### src/rtl/fetch_unit.sv
// Instruction-fetch sequencer sitting directly upstream of program_rom.
//
// Owns the program counter, drives the ROM address and latches the returned
// instruction into an instruction register. That register is presented
// downstream through a valid/ready handshake. Unconditional jumps are folded
// locally and are never issued. Fetch stalls on a conditional branch until
// execute resolves it.
//
// Ports:
//   clk          system clock; all state changes happen on the rising edge
//   rst          synchronous, active-high reset
//   run          fetch enable
//   rom_addr     address to program_rom; always equals pc
//   rom_data     instruction from program_rom, valid in the same cycle
//   ir           issued instruction
//   ir_pc        address that ir was fetched from
//   ir_valid     ir holds an instruction that has not been consumed yet
//   ir_ready     downstream accepts ir when ir_valid && ir_ready
//   br_resolve   one-cycle pulse from execute: the outstanding br is resolved
//   br_taken     qualifies br_resolve; 1 = taken
//   busy         sequencer is not idle
//   issue_count  number of completed ir handshakes, wraps around
module fetch_unit #(
   parameter int unsigned ADDR_W  = 4,
   parameter int unsigned INST_W  = 16,
   parameter logic [3:0]  OPC_JMP = 4'b1000,
   parameter logic [3:0]  OPC_BR  = 4'b1100,
   parameter int unsigned CNT_W   = 16
) (
   input  logic              clk,
   input  logic              rst,
   input  logic              run,
   output logic [ADDR_W-1:0] rom_addr,
   input  logic [INST_W-1:0] rom_data,
   output logic [INST_W-1:0] ir,
   output logic [ADDR_W-1:0] ir_pc,
   output logic              ir_valid,
   input  logic              ir_ready,
   input  logic              br_resolve,
   input  logic              br_taken,
   output logic              busy,
   output logic [CNT_W-1:0]  issue_count
);

   typedef enum logic [1:0] {
      StIdle  = 2'd0,
      StFetch = 2'd1,
      StWaitBr = 2'd2
   } state_e;

   state_e            state_q;
   logic [ADDR_W-1:0] pc_q;
   logic [ADDR_W-1:0] br_target_q;
   logic [INST_W-1:0] ir_q;
   logic [ADDR_W-1:0] ir_pc_q;
   logic              ir_valid_q;
   logic [CNT_W-1:0]  issue_count_q;

   logic              handshake;
   logic              slot_free;
   logic [3:0]        opcode;
   logic [ADDR_W-1:0] target;
   logic [ADDR_W-1:0] pc_inc;

   assign handshake = ir_valid_q && ir_ready;
   // The register can take a new instruction when it is empty now or is being
   // drained in this same cycle.
   assign slot_free = !ir_valid_q || ir_ready;
   assign opcode    = rom_data[INST_W-1:INST_W-4];
   assign target    = rom_data[ADDR_W+7:8];
   assign pc_inc    = pc_q + ADDR_W'(1);

   always_ff @(posedge clk) begin
      if (rst) begin
         state_q       <= StIdle;
         pc_q          <= '0;
         br_target_q   <= '0;
         ir_q          <= '0;
         ir_pc_q       <= '0;
         ir_valid_q    <= 1'b0;
         issue_count_q <= '0;
      end else begin
         if (handshake) begin
            issue_count_q <= issue_count_q + CNT_W'(1);
         end

         unique case (state_q)
            StIdle: begin
               // Nothing is fetched here, but a pending ir can still drain.
               if (handshake) begin
                  ir_valid_q <= 1'b0;
               end
               if (run) begin
                  state_q <= StFetch;
               end
            end

            StFetch: begin
               // When the slot is not free, ir, pc and state all hold.
               if (slot_free) begin
                  if (!run) begin
                     ir_valid_q <= 1'b0;
                     state_q    <= StIdle;
                  end else if (opcode == OPC_JMP) begin
                     // The jmp is folded here: redirect pc and leave a bubble.
                     pc_q       <= target;
                     ir_valid_q <= 1'b0;
                  end else begin
                     ir_q       <= rom_data;
                     ir_pc_q    <= pc_q;
                     ir_valid_q <= 1'b1;
                     pc_q       <= pc_inc;
                     if (opcode == OPC_BR) begin
                        br_target_q <= target;
                        state_q     <= StWaitBr;
                     end
                  end
               end
            end

            StWaitBr: begin
               if (handshake) begin
                  ir_valid_q <= 1'b0;
               end
               // pc already holds the fall-through address. Only a taken
               // branch redirects it. run is ignored until resolution.
               if (br_resolve) begin
                  if (br_taken) begin
                     pc_q <= br_target_q;
                  end
                  state_q <= StFetch;
               end
            end

            default: begin
               state_q <= StIdle;
            end
         endcase
      end
   end

   assign rom_addr    = pc_q;
   assign ir          = ir_q;
   assign ir_pc       = ir_pc_q;
   assign ir_valid    = ir_valid_q;
   assign busy        = (state_q != StIdle);
   assign issue_count = issue_count_q;

endmodule

### config.mk
export PLATFORM = sky130hd
export DESIGN_NAME = fetch_unit
export DESIGN_NICKNAME = d
export VERILOG_FILES = /design/src/rtl/fetch_unit.sv
export SDC_FILE = /design/constraint.sdc
export NUM_CORES = 1
export LEC_CHECK = 0
export CAP_MARGIN = 5
export CORE_MARGIN = 8
export CORE_UTILIZATION = 30
export CTS_CLUSTER_SIZE = 20
export DETAILED_ROUTE_END_ITERATION = 16
export MAX_ROUTING_LAYER = met4
export PLACE_DENSITY = 0.58
export SYNTH_ARGS = -nofsm -noshare
export SYNTH_HDL_FRONTEND = slang
export SYNTH_SLANG_ARGS = --single-unit
### constraint.sdc
create_clock -name clk -period 1.96 [get_ports clk]
set_clock_uncertainty 0.2 [all_clocks]
set_input_delay 0.392 -clock clk [delete_from_list [all_inputs] [get_ports clk]]
set_output_delay 0.392 -clock clk [all_outputs]
set_load 0.01 [all_outputs]
# Word-level counts from Yosys, hierarchy flattened
# Cells that the tools add are included.
# word_totals
output_inout_bits,42
inputBits,22
register_bits,47
elab_cells,53
# op_classes
add_sub_neg,2
muxes,18
n_reduce_logical,13
n_bitwise,1
n_eq_ne,12
# op_table
cell,count
$mux 4,5
$add 16x1->16 const B,1
$reduce_and 5->1,3
$mux 2,6
$ne 2x2->1 const B,5
$eq 4x4->1 const B,2
$pmux 4 s2,1
$ne 3x3->1 const B,2
$pmux 2 s3,1
$reduce_bool 2->1,3
$add 4x1->4 const B,1
$mux 1,4
$reduce_and 4->1,1
$reduce_and 3->1,1
$eq 2x1->1 const B,1
$eq 2x2->1 const B,1
$logic_not 2->1,1
$ne 2x1->1 const B,1
$pmux 1 s2,1
$reduce_or 2->1,1
$logic_and 1x1->1,1
$logic_not 1->1,1
$logic_or 1x1->1,1
$not 1->1,1

# Depth between registers and ports, before layout
# depth
depth_word,6
ltp_mapped,6
mapped_depth_nobuf,5

# Least setup slack after synthesis
# Ideal clock, no wire load.
# synth_path
path_type,input to register
startpoint,input port rom_data[12]
endpoint,register pc_q[1] (netlist: rom_addr[1])
setup_ns,0.131
cell_stages,4
t_arrival_ns,1.468
slack_ns,0.161
required_time_ns,1.629
cell_sequence,nor4b_4 -> mux2_2 -> o211ai_1 -> o21ai_0
# synth_between
elab_chain_cells,5
# synth_lines
item,line_no,rtl
start: declaration,34,"input logic [INST_W-1:0] rom_data,"
$eq 4x4->1,104,end else if (opcode == OPC_JMP) begin
$mux 4,104,
$mux 4,101,if (!run) begin
$mux 4,100,if (slot_free) begin
$pmux 4 s2,87,unique case (state_q)
end signal: assignment,106,pc_q <= target;
end signal: assignment,112,pc_q <= pc_inc;
end signal: assignment,129,pc_q <= br_target_q;
end: declaration,52,logic [ADDR_W-1:0] pc_q;
# Every way passes these cells. The select of a mux whose other input is x is not followed.
# A chain may end at the register's enable or synchronous reset.

# Worst setup path in the final report
# layout_path
startpoint,input port rom_data[14]
endpoint,register pc_q[2] (netlist: rom_addr[2])
# Same word-level chain as after synthesis.

==> results.json <==
{
  "status": "finished clean",
  "drc": 0,
  "coreArea_sq_um": 6640,
  "min_period_over_period_pct": 97.3,
  "required_ns": 1.96,
  "ant_nets": 0,
  "irDropWorstVdd_uv": 288,
  "grt_remaining_overflow": 0,
  "wire_per_inst_microns": 13.2,
  "start_util_pct": 30.4,
  "path_cells": "clkdlybuf4s50_1 -> nor4b_4 -> buf_4 -> mux2i_1 -> o211ai_2 -> o211a_1",
  "post-place-cells": 383,
  "hold_start": "rst",
  "placedInstanceArea_sq_um": 2820,
  "die_w_microns": 98.0,
  "worstMarginPinSlew_ns": 0.511,
  "pwr-share-clk_pct": 38.0,
  "synthCells": 232,
  "max_stage_delay_ns": 0.46,
  "cp-endpoint": "rom_addr[2]",
  "sw_frac_of_total_pct": 23.2,
  "p_per_area_nw_per_um2": 668,
  "synth_edf_count": 0,
  "areaGrowthSynthToFinish_pct": 47.9,
  "cts.clk_slew.worst_paths_ns": 0.09,
  "grt_pass1_vias": 1878,
  "fin_nets": 336,
  "grt_pass1_wl_mm": 9.13,
  "via_per_inst": 4.72,
  "syn-cell-area_sq_um": 2020,
  "drtPass1Iterations": 4,
  "syn_nets": 256,
  "die_area_sq_um": 9600,
  "timing.rr.start": "issue_count[0]",
  "io_buffers": 63,
  "grt_use_total_pct": 11.8,
  "p_switching_mw": 0.463,
  "seq_area_sq_um": 948,
  "regToRegSetupSlack_ns": 0.24,
  "final_util_pct": 44.9,
  "crit_slowest_cell": "clkdlybuf4s50_1",
  "end_kind": "flip-flop",
  "die_y_microns": 98.0,
  "clk_latency_ns": 0.30,
  "h-tree-depth": 2,
  "grt_start_max_net_pins": 21,
  "yosysWarnings": 0,
  "hold_path_class": "in -> reg",
  "totalPowerFinal_mw": 1.99,
  "leakage_nw": 1.12,
  "synthDistinctLibCells": 44,
  "drtIter0Drc": 36,
  "insertedDiodeCount": 0,
  "max-cap-violations": 0,
  "ys_seq_area_share_pct": 46.7,
  "cp-startpoint": "rom_data[14]",
  "critPathMaxFanout": 5,
  "max_freq_mhz": 525,
  "syn_avg_cell_area_sq_um": 8.69,
  "finalSetupTns_ns": 0,
  "drive_gt1_share_pct": 15.0,
  "comb_power_share_pct": 11.7,
  "r2r_cells": 5,
  "fin_cells": 393,
  "ys_ff_latch": 47,
  "wirelength_mm": 5.19,
  "min_period_ns": 1.91,
  "worstSetupPathType": "in -> reg",
  "cp-start-kind": "input pin",
  "p_int_mw": 1.53,
  "setup_viol": 0,
  "place.gp.congestion": 0.740,
  "cts_tree": "yes",
  "cts_sinks": 47,
  "finalHoldViolCount": 0,
  "cts_hold_buf": 0,
  "hpwl_mm": 3.88,
  "io-pin-count": 64,
  "cts_root_buffer": "clkbuf_8",
  "drv_slew": 0,
  "num_rows": 30,
  "synthFlopType": "dfxtp_1",
  "async_flop_share_pct": 0,
  "cp.arrival_ns": 1.91,
  "dr_total_vias": 1855,
  "multiInputGateArea_sq_um": 1010,
  "cts_buffers": 5,
  "antenna_found_initial": 0,
  "slew_headroom_pct": 65.9,
  "grt_setup_unrepaired": "no",
  "finish.instance_area_sq_um": 2980,
  "seq_power_share_pct": 50.2,
  "clock_path_buffers": 2,
  "r2r_end": "issue_count[14]",
  "fillers": 685
}
## placed cells by master (no fill, tap or decap), types with 6 or more instances in the layout
cell type / instances
a21oi_1: 26
nand3_1: 7
dfxtp_1: 41
clkbuf_8: 6
buf_4: 18
nor2_1: 24
xor2_1: 7
nand2_1: 46
o21ai_0: 7
dfxtp_2: 6
clkdlybuf4s50_1: 58
## power by group through the flow
stage / sequential, mW / clock (mW) / combinational [mW]
after global routing: 1.01 / 0.833 / 0.255
after floorplan: 1.03 / 0 / 0.0906
after detailed placement: 1.02 / 0 / 0.229
after CTS: 1.00 / 0.789 / 0.236
final: 1.00 / 0.758 / 0.234
after global placement: 1.02 / 0 / 0.229
## synthesized netlist by cell type (5+ instances only)
| cell type | instances | share of area, % |
|---|---|---|
| a21oi_1 | 26 | 6.5 |
| dfxtp_1 | 47 | 47 |
| mux2i_1 | 5 | 2.5 |
| nand2_1 | 46 | 8.6 |
| nand3_1 | 7 | 1.7 |
| nor2_1 | 24 | 4.5 |
| o21ai_0 | 7 | 1.7 |
| or3_1 | 5 | 1.6 |
| xnor2_1 | 5 | 2.2 |
| xor2_1 | 7 | 3.0 |
## layout make-up
| class | instances | area share [%] |
|---|---|---|
| inverters | 4 | 0.503 |
| multi-input cells | 172 | 34.0 |
| clock inverters | 2 | 1.30 |
| repair buffers | 82 | 26.3 |
| well taps | 80 | 3.36 |
| clock buffers | 6 | 2.77 |
| flip-flops and latches | 47 | 31.8 |
## cell families (layout without fill, tap and decap cells)
| logic type | Yosys count | count (layout) | share of synthesized area [%] |
|---|---|---|---|
| DFF | 47 | 47 | 46.7 |
| adders and majority gates | 2 | 2 | 1.24 |
| buffers and inverters | 13 | 94 | 3.41 |
| AOI/OAI and AO/OA | 46 | 46 | 13.6 |
| xor gates and xnor gates | 12 | 12 | 5.21 |
| and+or+nand+nor | 106 | 106 | 26.8 |
| muxes | 6 | 6 | 3.04 |
## per-layer routing
metal / vias to the layer above / track usage (%) / wire length [microns]
met2: 37 / 18.6 / 2360
met3: 4 / 3.34 / 224
met1: 849 / 14.4 / 2560
met4: 0 / 3.24 / 51
li1: 965 / - / -
met5: - / - / 0
## flip-flops by register name (all words and copies together), names as in the netlist
signal,count
rom_addr,4
br_target_q,4
ir,16
ir_valid,1
ir_pc,4
issue_count,16
state_q,2
## worst max-delay path: cells and delay by family
kind	cells	cell delay [ns]
AND/OR/NAND/NOR	1	0.44
multiplexers	1	0.20
buffers and inverters	2	0.64
AO/OA/AOI/OAI	2	0.23
## metrics by stage
stage / setup slack (ns) / hold WS, ns
final: 0.0536 / 0.198
after global routing: 0.0000515 / 0.205
after CTS: 0.00500 / 0.195
after detailed placement: -0.400 / 0.248
after global placement: -0.361 / 0.242
after floorplan: 0.161 / 0.258
## timing repair
action,CTS,global route
gates resized for setup,7,6
endpoints found under the setup margin,26,9
pin swaps,1,1
setup buffers,2,0
## worst min-delay path by stage
stage,to,slack (ns),cells past startpoint
after detailed placement,ir[0],0.25,2
after floorplan,rom_addr[3],0.26,2
after global placement,ir[3],0.24,2
after CTS,ir[10],0.19,2
final,ir[10],0.20,2
after global routing,state_q[1],0.21,2
(Power assumes the default switching activity.)
